### config.mk
export PLATFORM = sky130hd
export DESIGN_NAME = rob_unit
export DESIGN_NICKNAME = d
export VERILOG_FILES = /design/src/rtl/rob_unit.sv
export SDC_FILE = /design/constraint.sdc
export NUM_CORES = 1
export LEC_CHECK = 0
export BUFFER_PORTS_ARGS = -buffer_cell sky130_fd_sc_hd__buf_2
export CORE_UTILIZATION = 55
export DETAILED_ROUTE_END_ITERATION = 12
export PLACE_DENSITY_LB_ADDON = 0.05
export SLEW_MARGIN = 0
export SYNTH_ARGS = -nofsm -noshare
export SYNTH_HDL_FRONTEND = slang
export SYNTH_SLANG_ARGS = --single-unit
### constraint.sdc
create_clock -name clk -period 5.1 [get_ports clk]
set_input_delay 0.51 -clock clk [delete_from_list [all_inputs] [get_ports clk]]
set_output_delay 0.51 -clock clk [all_outputs]
set_load 0.01 [all_outputs]
### src/rtl/rob_unit.sv
// rtl/rob_unit.sv - circular reorder buffer: allocate, write-back, in-order retire, lookup, flush
module rob_unit #(
  parameter int ROB_SIZE_WIDTH = 3
) (
  input  logic                      clk,
  input  logic                      rst,
  input  logic                      rdy,
  input  logic                      issue_valid,
  input  logic [4:0]                issue_rd_in,
  input  logic                      issue_is_branch,
  input  logic                      issue_pred_taken,
  input  logic [31:0]               issue_alt_pc,
  input  logic                      issue_done,
  input  logic [31:0]               issue_value,
  output logic                      rob_full,
  output logic [ROB_SIZE_WIDTH-1:0] issue_rob_id,
  output logic [4:0]                issue_rd,
  input  logic                      wb_valid,
  input  logic [ROB_SIZE_WIDTH-1:0] wb_rob_id,
  input  logic [31:0]               wb_value,
  input  logic                      wb_taken,
  input  logic [ROB_SIZE_WIDTH-1:0] ask_rob_id1,
  input  logic [ROB_SIZE_WIDTH-1:0] ask_rob_id2,
  output logic [31:0]               get_value1,
  output logic [31:0]               get_value2,
  output logic                      get_ready1,
  output logic                      get_ready2,
  output logic [ROB_SIZE_WIDTH-1:0] commit_rob_id,
  output logic [4:0]                commit_rd,
  output logic [31:0]               commit_value,
  output logic                      flush,
  output logic [31:0]               flush_pc
);
  localparam int DEPTH = 1 << ROB_SIZE_WIDTH;
  localparam logic [ROB_SIZE_WIDTH:0] FULL_COUNT = {1'b1, {ROB_SIZE_WIDTH{1'b0}}};

  logic [DEPTH-1:0]          busy, ready, is_branch, pred_taken, taken;
  logic [4:0]                rd_q     [DEPTH];
  logic [31:0]               value_q  [DEPTH];
  logic [31:0]               alt_pc_q [DEPTH];
  logic [ROB_SIZE_WIDTH-1:0] head, tail;
  logic [ROB_SIZE_WIDTH:0]   count;
  logic                      alloc, retire, mispredict;
  logic                      hit1, hit2;

  assign rob_full     = (count == FULL_COUNT);
  assign alloc        = issue_valid && !rob_full && !flush;
  assign issue_rob_id = tail;
  assign issue_rd     = alloc ? issue_rd_in : 5'd0;

  assign retire     = busy[head] && ready[head] && !flush;
  assign mispredict = retire && is_branch[head] && (taken[head] != pred_taken[head]);

  // Same-cycle write-back bypasses the stored entry so consumers never miss a result.
  assign hit1       = wb_valid && (wb_rob_id == ask_rob_id1);
  assign hit2       = wb_valid && (wb_rob_id == ask_rob_id2);
  assign get_value1 = hit1 ? wb_value : value_q[ask_rob_id1];
  assign get_value2 = hit2 ? wb_value : value_q[ask_rob_id2];
  assign get_ready1 = hit1 || ready[ask_rob_id1];
  assign get_ready2 = hit2 || ready[ask_rob_id2];

  always_ff @(posedge clk) begin
    if (rst) begin
      busy          <= '0;
      ready         <= '0;
      head          <= '0;
      tail          <= '0;
      count         <= '0;
      commit_rob_id <= '0;
      commit_rd     <= '0;
      commit_value  <= '0;
      flush         <= 1'b0;
      flush_pc      <= '0;
    end else if (rdy) begin
      if (flush) begin
        busy      <= '0;
        ready     <= '0;
        head      <= '0;
        tail      <= '0;
        count     <= '0;
        commit_rd <= '0;
        flush     <= 1'b0;
      end else begin
        commit_rd <= '0;
        flush     <= 1'b0;
        if (wb_valid && busy[wb_rob_id]) begin
          ready[wb_rob_id]   <= 1'b1;
          value_q[wb_rob_id] <= wb_value;
          taken[wb_rob_id]   <= wb_taken;
        end
        if (retire) begin
          commit_rob_id <= head;
          commit_value  <= value_q[head];
          commit_rd     <= is_branch[head] ? 5'd0 : rd_q[head];
          busy[head]    <= 1'b0;
          ready[head]   <= 1'b0;
          head          <= head + 1'b1;
          if (mispredict) begin
            flush    <= 1'b1;
            flush_pc <= alt_pc_q[head];
          end
        end
        // Allocation is written last so it wins over a write-back to the same id.
        if (alloc) begin
          busy[tail]       <= 1'b1;
          ready[tail]      <= issue_done;
          value_q[tail]    <= issue_value;
          rd_q[tail]       <= issue_rd_in;
          is_branch[tail]  <= issue_is_branch;
          pred_taken[tail] <= issue_pred_taken;
          taken[tail]      <= issue_pred_taken;
          alt_pc_q[tail]   <= issue_alt_pc;
          tail             <= tail + 1'b1;
        end
        if (alloc && !retire)
          count <= count + 1'b1;
        else if (!alloc && retire)
          count <= count - 1'b1;
      end
    end
  end
endmodule

== After elaboration in Yosys (flattened, before gate mapping) ==
Memories as Yosys holds them, arrays and structs flattened. A register that Yosys moved wholly into a read port is not among the register bits.
Cells that the tools add are included.
Word-level totals
  flip-flop bits (word level): 59
  RAM bits: 552
  bits of input ports: 119
  output and inout bits: 148
  word-level logic and storage cells: 143
  memories kept: 3
Operators by class
  $add $sub $neg: 4
  magnitude comparators: 8
  equal/unequal tests: 4
  muxes and demuxes: 76
  bitwise gates (word level): 7
  reductions and logical operators: 30
Memories
  alt_pc_q: depth 8, bits a word 32, read ports 1, clocked after memory_dff 1, write ports 1, RTL line 40  | logic [31:0] alt_pc_q [DEPTH];
  value_q: depth 8, bits a word 32, read ports 3, clocked after memory_dff 1, write ports 2, RTL line 39  | logic [31:0] value_q [DEPTH];
  rd_q: depth 8, bits a word 5, read ports 1, clocked after memory_dff 1, write ports 1, RTL line 38  | logic [4:0] rd_q [DEPTH];
Operators by type and width (count)
  $mux 8: 21
  $mux 32: 2
  $bwmux 8: 5
  $bmux 1 s3: 8
  $mux 1: 24
  $lt 3x4->1 const B: 5
  $mux 5: 4
  $mux 3: 6
  $and 8x8->8: 2
  $or 8x8->8: 2
  $logic_and 1x1->1: 14
  $mux 4: 3
  $demux 1 s3: 3
  $ge 3x1->1 const B: 3
  $not 8->8: 1
  $reduce_and 4->1: 2
  $add 3x1->3 const B: 2
  $eq 3x3->1: 2
  $reduce_and 2->1: 3
  $reduce_and 3->1: 2
  $add 4x1->4 const B: 1
  $eq 4x4->1 const B: 1
  $logic_not 1->1: 4
  $reduce_bool 2->1: 2
  other kinds (5): 7

== Logic depth before layout (Yosys ltp) ==
  word-level depth: 17
  mapped depth: 14
  mapped depth without buffers: 11

== Least setup slack after synthesis ==
OpenSTA, ideal clock, no wires.
  kind: input port to flip-flop
  from: input port rst
  to: memory alt_pc_q[4][0] (enable)
  data arrival time: 4.050 ns
  data required time: 4.623 ns
  slack: 0.573 ns
  stages on the path: 7
  cell sequence: clkbuf_1 inv_1 nand3_1 inv_1 nand3_1 buf_2 nor3_1
Between the ends
  longest elaborated chain between the ends: 2
Ends and longest elaborated chain
  start, declared: RTL line 6  | input logic rst,
  $mux 1: RTL line 63  | if (rst) begin
  $mux 1 (implied by the code): RTL line 112  | alt_pc_q[tail] <= issue_alt_pc;
  end, declared: RTL line 40
No other way between the ends.

== Worst setup path in the final report ==
  from: register head[0]
  to: register count[3]
Between the ends
  longest elaborated chain between the ends: 8
Ends and longest elaborated chain
  start, declared: RTL line 41  | logic [ROB_SIZE_WIDTH-1:0] head, tail;
  start signal, assigned: RTL line 97  | head <= head + 1'b1;
  $bmux 1 s3: RTL line 51  | assign retire = busy[head] && ready[head] && !flush;
  $mux 1 (implied by the code): RTL line 51
  $logic_and 1x1->1 * (2 in a row): RTL line 51
  $logic_not 1->1: RTL line 115  | if (alloc && !retire)
  $logic_and 1x1->1: RTL line 115
  $reduce_bool 3->1 (no source line) or $mux 4 (tied branches)
  $reduce_and 2->1 (no source line) or $mux 4 (tied branches)
  end signal, assigned: RTL line 116  | count <= count + 1'b1;
  end signal, assigned: RTL line 118  | count <= count - 1'b1;
  end, declared: RTL line 42  | logic [ROB_SIZE_WIDTH:0] count;
Mark *: on every way between the ends. The rest lies on a longest branch, timed or not. The select of a mux whose other input is x is not followed.
A chain may end at the register's enable or synchronous reset.

==> qor.csv <==
metric,value,unit
status,"finished, final reports clean",
hold depth,1,
# resized after CTS,0,
CP required,5.62,ns
Post-Synthesis Cells,2565,
Synth Cell Area,34160,µm²
DRC errors left,0,
synth top area cells,"edfxtp_1 (51%), mux4_2 (12%), mux2_2 (6.6%)",
Slew @ Worst Pin,1.254,ns
Pint,9.531,mW
Synth-to-Final Area Change,13.40,%
Clock Path Buffers,3,
Final Hold Fails,0,
dpl ws,1.219,ns
power share of the combinational group,0.077,
DR vias,24500,
setup ws final,1.170,ns
post-CTS setup buffer count,0,
cell area after layout,38740,µm²
CTS H-tree lvls,3,
crit path DAT,4.45,ns
leakage,13.57,nW
most frequent cell after synthesis,edfxtp_1,
Post-Layout Cell Count,3602,
worst hold path type,in -> reg,
Num CTS Buffers,76,
# clock sinks,678,
CP Max Fanout,38,
worst r2r src,head[0]$_SDFFE_PP0P_,
GRT Resource Usage Total,0.3464,
Hold Startpoint,issue_alt_pc[25],
Max Slew Vio Count,0,
"Seq/Total Area, Yosys",0.5661,
Sw Ratio,0.2363,
Post-synth EDFFs,576,
Die ar.,63110,µm²
skew final,0.02815,ns
total global routing overflow,0,
crit path time final,3.930,ns
Detailed Place HPWL,64590,µm
initial DRC count,3202,
# Max-Cap Violations,0,
initial antenna violation count,15,
post-route setup TNS,0,ns
slew margin rel.,0.1608,
final core utilization,0.6371,
Yosys reg bits,678,
Detailed Route WL,108800,µm
CTS root buffer,clkbuf_16,
type of origin of the critical path,flop,
switching pwr,2.949,mW
GRT busiest layer,met2,
synth cell count leaders,"edfxtp_1 (576), nand2_1 (351), mux2_2 (199), nor2_1 (190), mux4_2 (176)",
Power Density,322.1,nW/µm²
Core Region,60810,µm²
port buffer count,266,
Post-CTS Hold Fix Bufs,0,
wire per inst,30.22,µm
Die Ht,251.2,µm
synth warn,0,
TritonRoute pass-1 iters,6,
pin count of the biggest net entering global routing,67,
Clock Power Share,0.435,
Nets,2875,
M2 GR Usage,0.5357,
fmax,254.4,MHz
Sequential Power Share,0.489,
CTS tree,yes,
worst reg2reg path endpoint,count[3]$_SDFFE_PP0P_,
vias in the first global route,23690,
total power,12.48,mW
die width,251.2,µm
CP endpoint kind,flop,
RD Place Congestion,0.9501,
Setup Crit Path Kind,reg -> reg,
ANT nets after route,0,
Worst-path clk slew,0.06,ns
syn_nets,2689,
vias per inst,6.802,
Worst R2R Path Depth,11,
boundary pin count,267,
reg2reg setup slack,1.17,ns
hold path endpoint,alt_pc_q[7][25]$_DFFE_PN_,
initial core utilization,0.5618,
"Cell Area, Placed",36260,µm²
Post-synth top flop,edfxtp_1,
synth unique cells,67,
Cells after DPL,3455,
met3 GRT Util,0.07600,
FP Rows,90,
RSZ-0062 raised after global routing,no,
maximum VDD drop,222.6,µV
asr flop ratio synth,0,
period utilisation layout,0.7707,
global-route wire length before repair,159000,µm
final setup fails,0,
share of cells above drive strength 1,0.3188,
met1 usage,0.4847,
share of the synthesized area in the top cell type,0.5063,
clk_lat worst skew,0.65,ns
Synth area leader,edfxtp_1,
Mapped Avg Cell Area,13.32,µm²
minimum hold slack,0.1402,ns
per-layer routing:
metal | share of wire | vias to the layer above
li1 | - | 10330
met1 | 0.39 | 12380
met2 | 0.47 | 1510
met3 | 0.11 | 267
met4 | 0.032 | 18
met5 | 0.00092 | -
power groups by stage:
| stage | combinational (mW) | clock [mW] | sequential [mW] |
|---|---|---|---|
| 2_1_floorplan | 0.586 | 0 | 6.20 |
| 3_3_place_gp | 0.924 | 0 | 6.21 |
| 3_5_place_dp | 0.943 | 0 | 6.21 |
| 4_1_cts | 0.946 | 5.47 | 6.10 |
| 5_1_grt | 1.02 | 5.67 | 6.10 |
| 6_report | 0.958 | 5.42 | 6.10 |
layout make-up:
| type | count | area [µm²] |
|---|---|---|
| Timing Repair Buffer | 342 | 1959 |
| Inverter | 29 | 108.9 |
| Tap cell | 782 | 978.4 |
| Clock buffer | 97 | 2053 |
| Antenna cell | 6 | 15.01 |
| Clock inverter | 44 | 410.4 |
| Fill cell | 4667 | 22070 |
| Multi-Input combinational cell | 1624 | 13870 |
| Sequential cell | 678 | 19350 |
worst max path at each step:
stage	start	endpoint	cells after the start
global route	head[0]$_SDFFE_PP0P_	count[3]$_SDFFE_PP0P_	11
detailed placement	head[0]$_SDFFE_PP0P_	count[3]$_SDFFE_PP0P_	11
CTS	head[0]$_SDFFE_PP0P_	count[3]$_SDFFE_PP0P_	11
finish	head[0]$_SDFFE_PP0P_	count[3]$_SDFFE_PP0P_	11
floorplan	rst	alt_pc_q[4][0]$_DFFE_PN_	7
global placement	head[0]$_SDFFE_PP0P_	count[3]$_SDFFE_PP0P_	11
cells by family (layout without fill, tap and decap cells):
| group | after synthesis | in the layout | synth area share |
|---|---|---|---|
| flip-flops | 678 | 678 | 0.5661 |
| AND/OR/NAND/NOR | 639 | 639 | 0.07805 |
| multiplexers | 513 | 513 | 0.2221 |
| AO/OA/AOI/OAI | 459 | 459 | 0.09563 |
| buffers and inverters | 263 | 512 | 0.03410 |
| XOR/XNOR | 8 | 8 | 0.002051 |
| adder cells (fa/ha/maj) | 5 | 5 | 0.002051 |
| other | 0 | 6 | 0 |
worst max-delay path, stage by stage (launching register included):
cell and delay, ns:
dfxtp_4 0.74, nor2b_1 0.95, a32o_1 0.38, or3_4 0.18
and2_4 0.19, nand2b_1 0.17, ha_1 0.25, a21o_1 0.17
a21oi_1 0.32, xnor2_1 0.16, o31ai_1 0.08, a32o_1 0.22
registers in the layout, indices dropped and copies added (netlist names), named ones only:
register / count
flush_pc: 32
busy: 8
alt_pc_q: 256
commit_rd: 5
head: 3
issue_rob_id: 3
rd_q: 40
commit_value: 32
taken: 8
ready: 8
pred_taken: 8
commit_rob_id: 3
flush: 1
is_branch: 8
count: 4
value_q: 256
layout by cell type, fill, tap and decap left out, types with 16 or more instances in the layout:
cell type and n:
a221oi_1 76, clkinv_1 16, a211oi_1 45, dfxtp_1 99, mux4_2 176, a211oi_2 20
nand2_1 348, a22oi_1 39, buf_4 75, inv_1 23, o21ai_0 18, clkbuf_1 16
edfxtp_1 576, nor2_1 182, mux2i_1 138, buf_2 263, a21oi_1 173, mux2_2 199
clkbuf_16 78, clkinv_2 17
Power figures use the tool's default switching activity.
